`config.mk`:
```
export PLATFORM = sky130hd
export DESIGN_NAME = pc_speaker_audio
export DESIGN_NICKNAME = d
export VERILOG_FILES = /design/src/rtl/pc_speaker_pkg.sv /design/src/rtl/pc_speaker_iir.sv /design/src/rtl/pc_speaker_audio.sv
export SDC_FILE = /design/constraint.sdc
export NUM_CORES = 1
export LEC_CHECK = 0
export BUFFER_PORTS_ARGS = -buffer_cell sky130_fd_sc_hd__clkbuf_2
export CAP_MARGIN = 15
export CORE_ASPECT_RATIO = 1.4
export CORE_MARGIN = 10
export CORE_UTILIZATION = 65
export DETAILED_ROUTE_END_ITERATION = 10
export GPL_ROUTABILITY_DRIVEN = 1
export PLACE_DENSITY_LB_ADDON = 0.08
export SLEW_MARGIN = 40
export SYNTH_ARGS = -nofsm -noshare
export SYNTH_HDL_FRONTEND = slang
export SYNTH_SLANG_ARGS = --single-unit
```
`constraint.sdc`:
```
create_clock -name clock -period 17.2 [get_ports clock]
set_input_delay 3.44 -clock clock [delete_from_list [all_inputs] [get_ports clock]]
set_output_delay 3.44 -clock clock [all_outputs]
set_load 0.05 [all_outputs]
```
`src/rtl/pc_speaker_pkg.sv`:
```
// Shared types and constants for the PC speaker audio path: sample/filter widths
// and the per-cycle duty contribution rule.
package pc_speaker_pkg;

  localparam int SAMPLE_W        = 16;
  localparam int FILT_W          = 18;
  localparam int FULL_SCALE      = 16384;
  localparam int FULL_SCALE_LOG2 = 14;

  typedef logic signed [SAMPLE_W-1:0] sample_t;
  typedef logic signed [FILT_W-1:0]   filt_t;

  // Speaker gated off contributes nothing; otherwise the PIT level maps to +1/-1.
  function automatic logic signed [1:0] contribution(input logic spk, input logic pit);
    if (!spk)     return 2'sd0;
    else if (pit) return 2'sd1;
    else          return -2'sd1;
  endfunction

endpackage

```
`src/rtl/pc_speaker_iir.sv`:
```
// First-order IIR low-pass: y += (x - y) >>> FILT_SHIFT on each load strobe.
// FILT_SHIFT = 0 makes the filter transparent (y_next = x).
module pc_speaker_iir
  import pc_speaker_pkg::*;
#(
  parameter int FILT_SHIFT = 2
) (
  input  logic  clock,
  input  logic  reset,
  input  logic  clear,
  input  logic  load,
  input  filt_t x,
  output filt_t y_next,
  output filt_t y
);

  filt_t diff;

  // |x|,|y| <= 16384, so the difference and the sum both fit in 18 bits.
  assign diff   = x - y;
  assign y_next = y + (diff >>> FILT_SHIFT);

  // NOTE: sequential state uses non-blocking assignments so every flop samples pre-edge values.
  always_ff @(posedge clock or posedge reset) begin
    if (reset)     y <= '0;
    else if (clear) y <= '0;
    else if (load)  y <= y_next;
  end

endmodule

```
`src/rtl/pc_speaker_audio.sv`:
```
// PC speaker PCM source: synchronizes the PIT output, integrates signed duty over a
// 2**DECIM_LOG2 window, low-pass filters it and offers samples over valid/ready.
module pc_speaker_audio
  import pc_speaker_pkg::*;
#(
  parameter int DECIM_LOG2 = 10,
  parameter int FILT_SHIFT = 2
) (
  input  logic        clock,
  input  logic        reset,
  input  logic        enable,
  input  logic        pit_out,
  input  logic        spk_data,
  output logic [15:0] audio_sample,
  output logic        sample_valid,
  input  logic        sample_ready,
  output logic        overrun,
  input  logic        overrun_clr
);

  localparam int ACC_W   = DECIM_LOG2 + 2;
  localparam int X_SHIFT = FULL_SCALE_LOG2 - DECIM_LOG2;

  logic                    pit_m;
  logic                    pit_s;
  logic [DECIM_LOG2-1:0]   wcnt;
  logic signed [ACC_W-1:0] acc;
  logic signed [ACC_W-1:0] d_ext;
  logic signed [ACC_W-1:0] c;
  logic signed [1:0]       d;
  logic                    win_last;
  logic                    load;
  filt_t                   c_ext;
  filt_t                   x;
  filt_t                   y_next;
  filt_t                   y;

  // NOTE: two plain flops on the asynchronous PIT line; only pit_s is used downstream.
  always_ff @(posedge clock or posedge reset) begin
    if (reset) begin
      pit_m <= 1'b0;
      pit_s <= 1'b0;
    end else begin
      pit_m <= pit_out;
      pit_s <= pit_m;
    end
  end

  assign d        = contribution(spk_data, pit_s);
  assign d_ext    = {{(ACC_W-2){d[1]}}, d};
  assign c        = acc + d_ext;
  assign win_last = (wcnt == '1);
  assign load     = enable && win_last;

  // Scale the window sum so a fully-high window lands exactly on FULL_SCALE.
  assign c_ext = {{(FILT_W-ACC_W){c[ACC_W-1]}}, c};
  assign x     = c_ext <<< X_SHIFT;

  always_ff @(posedge clock or posedge reset) begin
    if (reset) begin
      wcnt <= '0;
      acc  <= '0;
    end else if (!enable) begin
      wcnt <= '0;
      acc  <= '0;
    end else if (win_last) begin
      wcnt <= '0;
      acc  <= '0;
    end else begin
      wcnt <= wcnt + 1'b1;
      acc  <= c;
    end
  end

  pc_speaker_iir #(
    .FILT_SHIFT (FILT_SHIFT)
  ) u_iir (
    .clock  (clock),
    .reset  (reset),
    .clear  (!enable),
    .load   (load),
    .x      (x),
    .y_next (y_next),
    .y      (y)
  );

  // A new sample always wins the output register; an unread one is lost and flagged.
  always_ff @(posedge clock or posedge reset) begin
    if (reset) begin
      audio_sample <= '0;
      sample_valid <= 1'b0;
      overrun      <= 1'b0;
    end else begin
      if (load) begin
        audio_sample <= y_next[SAMPLE_W-1:0];
        sample_valid <= 1'b1;
      end else if (sample_valid && sample_ready) begin
        sample_valid <= 1'b0;
      end

      if (load && sample_valid && !sample_ready) overrun <= 1'b1;
      else if (overrun_clr)                      overrun <= 1'b0;
    end
  end

endmodule

```
* Word-level counts from Yosys, hierarchy flattened
Index checks and enable logic that the tools add are counted.
** Operators by class
- Reductions and logical operators :: 7
- Bitwise logic cells :: 0
- $mul :: 0
- Shift operators :: 0
- Divide/modulo/power cells :: 0
- Equal/unequal tests :: 2
- Add/subtract/negate cells :: 4
- $lt $le $gt $ge :: 0
- Muxes and demuxes :: 12
** Operators by type and width (number)
- 18-bit 2-to-1 mux :: 2
- 12-bit 2-to-1 mux :: 2
- 10-bit 2-to-1 mux :: 2
- 18-bit by 16-bit adder with 18-bit output :: 1
- 16-bit by 18-bit subtractor with 18-bit output :: 1
- 12-bit by 2-bit adder with 12-bit output :: 1
- 10-bit by 1-bit adder with 10-bit output, second input constant :: 1
- 10-bit == test, second input constant :: 1
- 1-bit logical AND :: 4
- 1-bit 2-to-1 mux :: 4
- 2-bit 2-to-1 mux :: 2
- 2-bit nonzero test :: 2
- 2-bit by 1-bit inequality test with 1-bit output, second input constant :: 1
- 1-bit zero test :: 1
** Storage, ports and cells
- Input port bits :: 7
- Bits in read-only memories :: 0
- Memories :: 0
- Register bits :: 60
- Output and inout bits :: 18
- Word-level logic and storage cells :: 33
- Bits in writable memories :: 0
- Bits in latches :: 0

* Depth between registers and ports, before layout
- Word-level depth :: 7
- Mapped depth :: 30
- Mapped depth without buffers :: 28

* By module
Synthesis repeated with hierarchy kept, for this count alone.
** Second synthesis, totals
- Cells, all modules :: 440
- Area total of the unflattened synthesis :: 4209.0 µm²
** By module, submodules not included
- pc_speaker_iir :: area an instance 2233.4 µm², cells an instance 274, times used 1, seq. area each 450.4 µm²
- pc_speaker_audio :: area an instance 1975.6 µm², cells an instance 166, times used 1, seq. area each 1051.0 µm²

* Worst setup path before layout
No wires, ideal clock.
- Path type :: input port to flip-flop
- Start point :: in spk_data
- End point :: reg u_iir.y[17]
- Cell stages on the path :: 28
- Arrival time :: 8.618 ns
- Data required time :: 17.078 ns
- Buffers on the path :: 2
- Setup slack :: 8.459 ns
- Library setup time :: 0.122 ns
- Cells stage by stage :: nor2b_1 > buf_2 > buf_1 > xor2_1 > ha_1 > or3_1 > a21oi_1 > nor2_1 > o41ai_1 > o21ai_1 > xnor2_1 > ha_1 > or3_1 > or4_1 > o21ai_1 > nor3b_1 > nor2_1 > xnor2_1 > ha_1 > a21o_1 > a21oi_1 > nand2_1 > nand2_1 > a31oi_1 > o21a_1 > a2111oi_2 > o21ba_1 > mux2i_1
** On the way
- Cells in the longest elaborated chain, start to end :: 6
** RTL lines
- start: declaration :: RTL line pc_speaker_audio.sv:13 : input logic spk_data,
- 2-bit 2-to-1 mux :: RTL line pc_speaker_pkg.sv:15 : if (!spk) return 2'sd0;
- 12-bit by 2-bit adder with 12-bit output :: RTL line pc_speaker_audio.sv:51 : assign c = acc + d_ext;
- 16-bit by 18-bit subtractor with 18-bit output :: RTL line pc_speaker_iir.sv:20 : assign diff = x - y;
- 18-bit by 16-bit adder with 18-bit output :: RTL line pc_speaker_iir.sv:21 : assign y_next = y + (diff >>> FILT_SHIFT);
- 18-bit 2-to-1 mux :: RTL line pc_speaker_iir.sv:27 : else if (load) y <= y_next;
- 18-bit 2-to-1 mux :: RTL line pc_speaker_iir.sv:26 : else if (clear) y <= '0;
- end signal: assignment :: RTL line pc_speaker_iir.sv:27
- end: declaration :: RTL line pc_speaker_iir.sv:14 : output filt_t y
No other way between the ends. The select of a mux whose other input is x is not followed.
A chain may end at the register's enable or synchronous reset.

* Worst setup path in the final report
Ends and elaborated chain as after synthesis.

==> results.tsv <==
stage	metric	value	unit
logic_synthesis	yosys_warnings	0	
logic_synthesis	ys_ff_latch	60	
pwr	p_leak	2.152	nW
critical_path	reg2reg_depth	27	
timing	fin_crit	8.520	ns
floorplanning	io_pins	25	
layout	mostFrequentLayoutCell	dfrtp_1	
clocking	clk_pin_slew	0.07	ns
pwr	peakVddDrop	0.06366	mV
route	vias_per_cell	5.819	
route	drtIter0Drc	142	
layout	n_fill_cell	462	
pwr	powerDensity	108.3	nW/um2
logic_synthesis	yosysUniqueCellTypes	51	
floorplanning	die_x	86.59	um
clocking	cts_setup_buffers	0	
logic_synthesis	syn_nets	476	
layout	stdcell_count	531	
critical_path	critPathMaxFanout	22	
grt	grt_max_degree	61	
timing	fin_skew	0.009080	ns
route	met3_length	232	um
route	wl_per_cell	15.47	um
clocking	ctsHoldBuffers	0	
run_status	status	finished clean	
logic_synthesis	synthesis.area	4035	um2
min_path	holdPathStages	0	
logic_synthesis	syn_avg_cell_area	9.319	um2
clocking	clk_path_buf_depth	2	
grt	grt_pass1_wl	14.43	mm
timing	grt_setup_unrepaired	no	
logic_synthesis	synth_edf_count	0	
placement	dp_cells	515	
layout	antenna_cells	0	
logic_synthesis	synth_flop_cell	dfrtp_1	
floorplanning	floorplan.initialDensity	0.6787	
route	highest_layer	met4	
placement	port_buffers	24	
route	wl	8.213	mm
clocking	cts.htree.levels	3	
layout	area_growth	8.961	%
route	drc_errors	0	
floorplanning	die_h	113.2	um
timing	worst_pin_slew	0.7605	ns
route	wl_met2	4.202	mm
logic_synthesis	seq_area_frac_synth	0.3721	
critical_path	path_class	in -> reg	
critical_path	cp-end-kind	flip-flop	
layout	layout-drive-gt1-share	0.1497	
clocking	cts_tree	done	
route	met1_length	3.625	mm
logic_synthesis	synthArstFlopShare	1.000	
clocking	cts_root_buf	clkbuf_8	
timing	tns	0	ns
clocking	cts_buffers	9	
logic_synthesis	netlist_instances	433	
layout	design_area	4397	um2
timing	hold_viol_final	0	
layout	fin_util	0.7395	
placement	placed_cell_area	4207	um2
floorplanning	design.die.area	9804	um2
floorplanning	rows	33	
timing	setup_viol	0	
timing	drv_slew	0	
placement	gp_congestion	0.8823	
timing	max_freq	117.4	MHz
clocking	postCtsResizedCells	0	
grt	grt_pass1_vias	3213	
min_path	hp-class	reg -> reg	
route	vias	3090	
grt	grtUsageTotal	0.1783	
run	drv_cap	0	
floorplanning	core	5946	um2
critical_path	worstPathRequired	17.43	ns
route	drtPass1Iterations	4	
critical_path	startpoint_type	input port	
critical_path	cp_data_arrival_time	8.75	ns
timing	period_share	0.4953	
clocking	clock_latency	0.35	ns
layout	nets	499	
timing	slew_headroom	0.4930	
grt	grt_overflow	0	
placement	hpwl	5.843	mm
layout	layout_common_cells	dfrtp_1, nand2_1, ha_1, nor2_1, xnor2_1	
grt	grt_antenna_before_repair	0	
clocking	cts_sinks	60	
route	postRouteAntennaNets	0	
-- kinds of logic after synthesis --
logic type	synth area share
AOI/OAI and AO/OA	0.1402
xor gates and xnor gates	0.1076
adders and majority gates	0.1160
buffers and inverters	0.03628
DFF	0.3721
muxes	0.04403
and+or+nand+nor	0.1839
-- layer usage --
layer / track usage / vias to the layer above
li1: - / 1545
met3: 0.03733 / 14
met5: 0 / -
met2: 0.3129 / 45
met1: 0.2043 / 1486
met4: 0.06717 / 0
-- critical path: stages --
cell       delay, ns
clkbuf_2        0.09
nor2b_1         0.13
buf_4           0.26
xor2_1          0.11
ha_1            0.25
or3_1           0.32
a21oi_1         0.14
nor2_1          0.11
o41ai_1         0.23
o21ai_1         0.16
xnor2_1         0.19
ha_1            0.23
or3_1           0.35
or4_1           0.40
o21ai_1         0.14
nor3b_1         0.09
nor2_1          0.17
xnor2_1         0.14
ha_1            0.29
a21o_1          0.20
a21oi_1         0.25
nand2_1         0.08
nand2_1         0.07
a31oi_1         0.04
o21a_1          0.20
a2111oi_2       0.33
o21ba_1         0.22
mux2i_1         0.12
-- stage by stage --
stage                     setup WS [ns]  total power [mW]  hold slack [ns]
final                             8.680            0.4760           0.3561
after detailed placement          8.341            0.3541           0.3426
after CTS                         8.692            0.4753           0.3587
after global placement            8.511            0.3476           0.3331
after global routing              8.091            0.5084           0.3700
after floorplan                   8.459            0.3186           0.3312
-- synth_stat cells, types with 2 or more instances --
cell type | instances | area, um2
a2111oi_2 | 2 | 30.03
a21boi_0 | 14 | 105.1
a21o_1 | 7 | 52.55
a21oi_1 | 19 | 95.09
a31o_2 | 3 | 26.28
a31oi_1 | 4 | 25.02
a41oi_1 | 2 | 17.52
and2_1 | 2 | 12.51
and3_1 | 13 | 81.33
buf_2 | 3 | 15.01
clkbuf_1 | 10 | 37.54
dfrtp_1 | 60 | 1501
ha_1 | 35 | 437.9
inv_1 | 22 | 82.58
mux2_2 | 14 | 157.7
mux2i_1 | 2 | 20.02
nand2_1 | 53 | 198.9
nand2b_1 | 5 | 31.28
nand3_1 | 14 | 70.07
nand4_1 | 2 | 12.51
nor2_1 | 31 | 116.4
nor2b_1 | 8 | 50.05
nor3_1 | 10 | 50.05
o211a_1 | 2 | 20.02
o21a_1 | 8 | 60.06
o21ai_0 | 11 | 55.05
o21ai_1 | 3 | 15.01
o21bai_1 | 2 | 15.01
o22ai_1 | 2 | 12.51
or3_1 | 4 | 25.02
xnor2_1 | 30 | 262.8
xor2_1 | 17 | 148.9
-- flip-flops by register name, summed over array words and instances (netlist names) --
name and count:
acc 12, wcnt 10, audio_sample 16, pit_s 1
pit_m 1, u_iir.y 18, overrun 1, sample_valid 1
-- worst paths after layout --
| kind | startpoint | end | slack (ns) |
|---|---|---|---|
| worst max-delay path | spk_data | u_iir.y[17] | 8.68 |
| worst min-delay path | pit_m | pit_s | 0.36 |
| worst max register to register | pit_s | u_iir.y[17] | 11.52 |
| worst min register to register | pit_m | pit_s | 0.36 |
| max in group asynchronous | reset | acc[4] | 13.41 |
| min in group asynchronous | reset | acc[2] | 3.25 |
-- area by class of cell --
class                   count  area, um2  area share
multi-input cells         335       2394      0.5444
clock inverters             3      20.02    0.004553
inverters                  24      90.09     0.02049
flip-flops and latches     60       1501      0.3415
clock buffers              13      168.9     0.03842
well taps                  70      87.58     0.01992
repair buffers             26      135.1     0.03073
-- report_power, final --
group	switching (mW)	total, mW	internal (mW)
Sequential	0.00537	0.152	0.146
Clock	0.0567	0.121	0.0638
Combinational	0.115	0.204	0.0883
Total	0.177	0.476	0.299
Power figures use the tool's default switching activity.
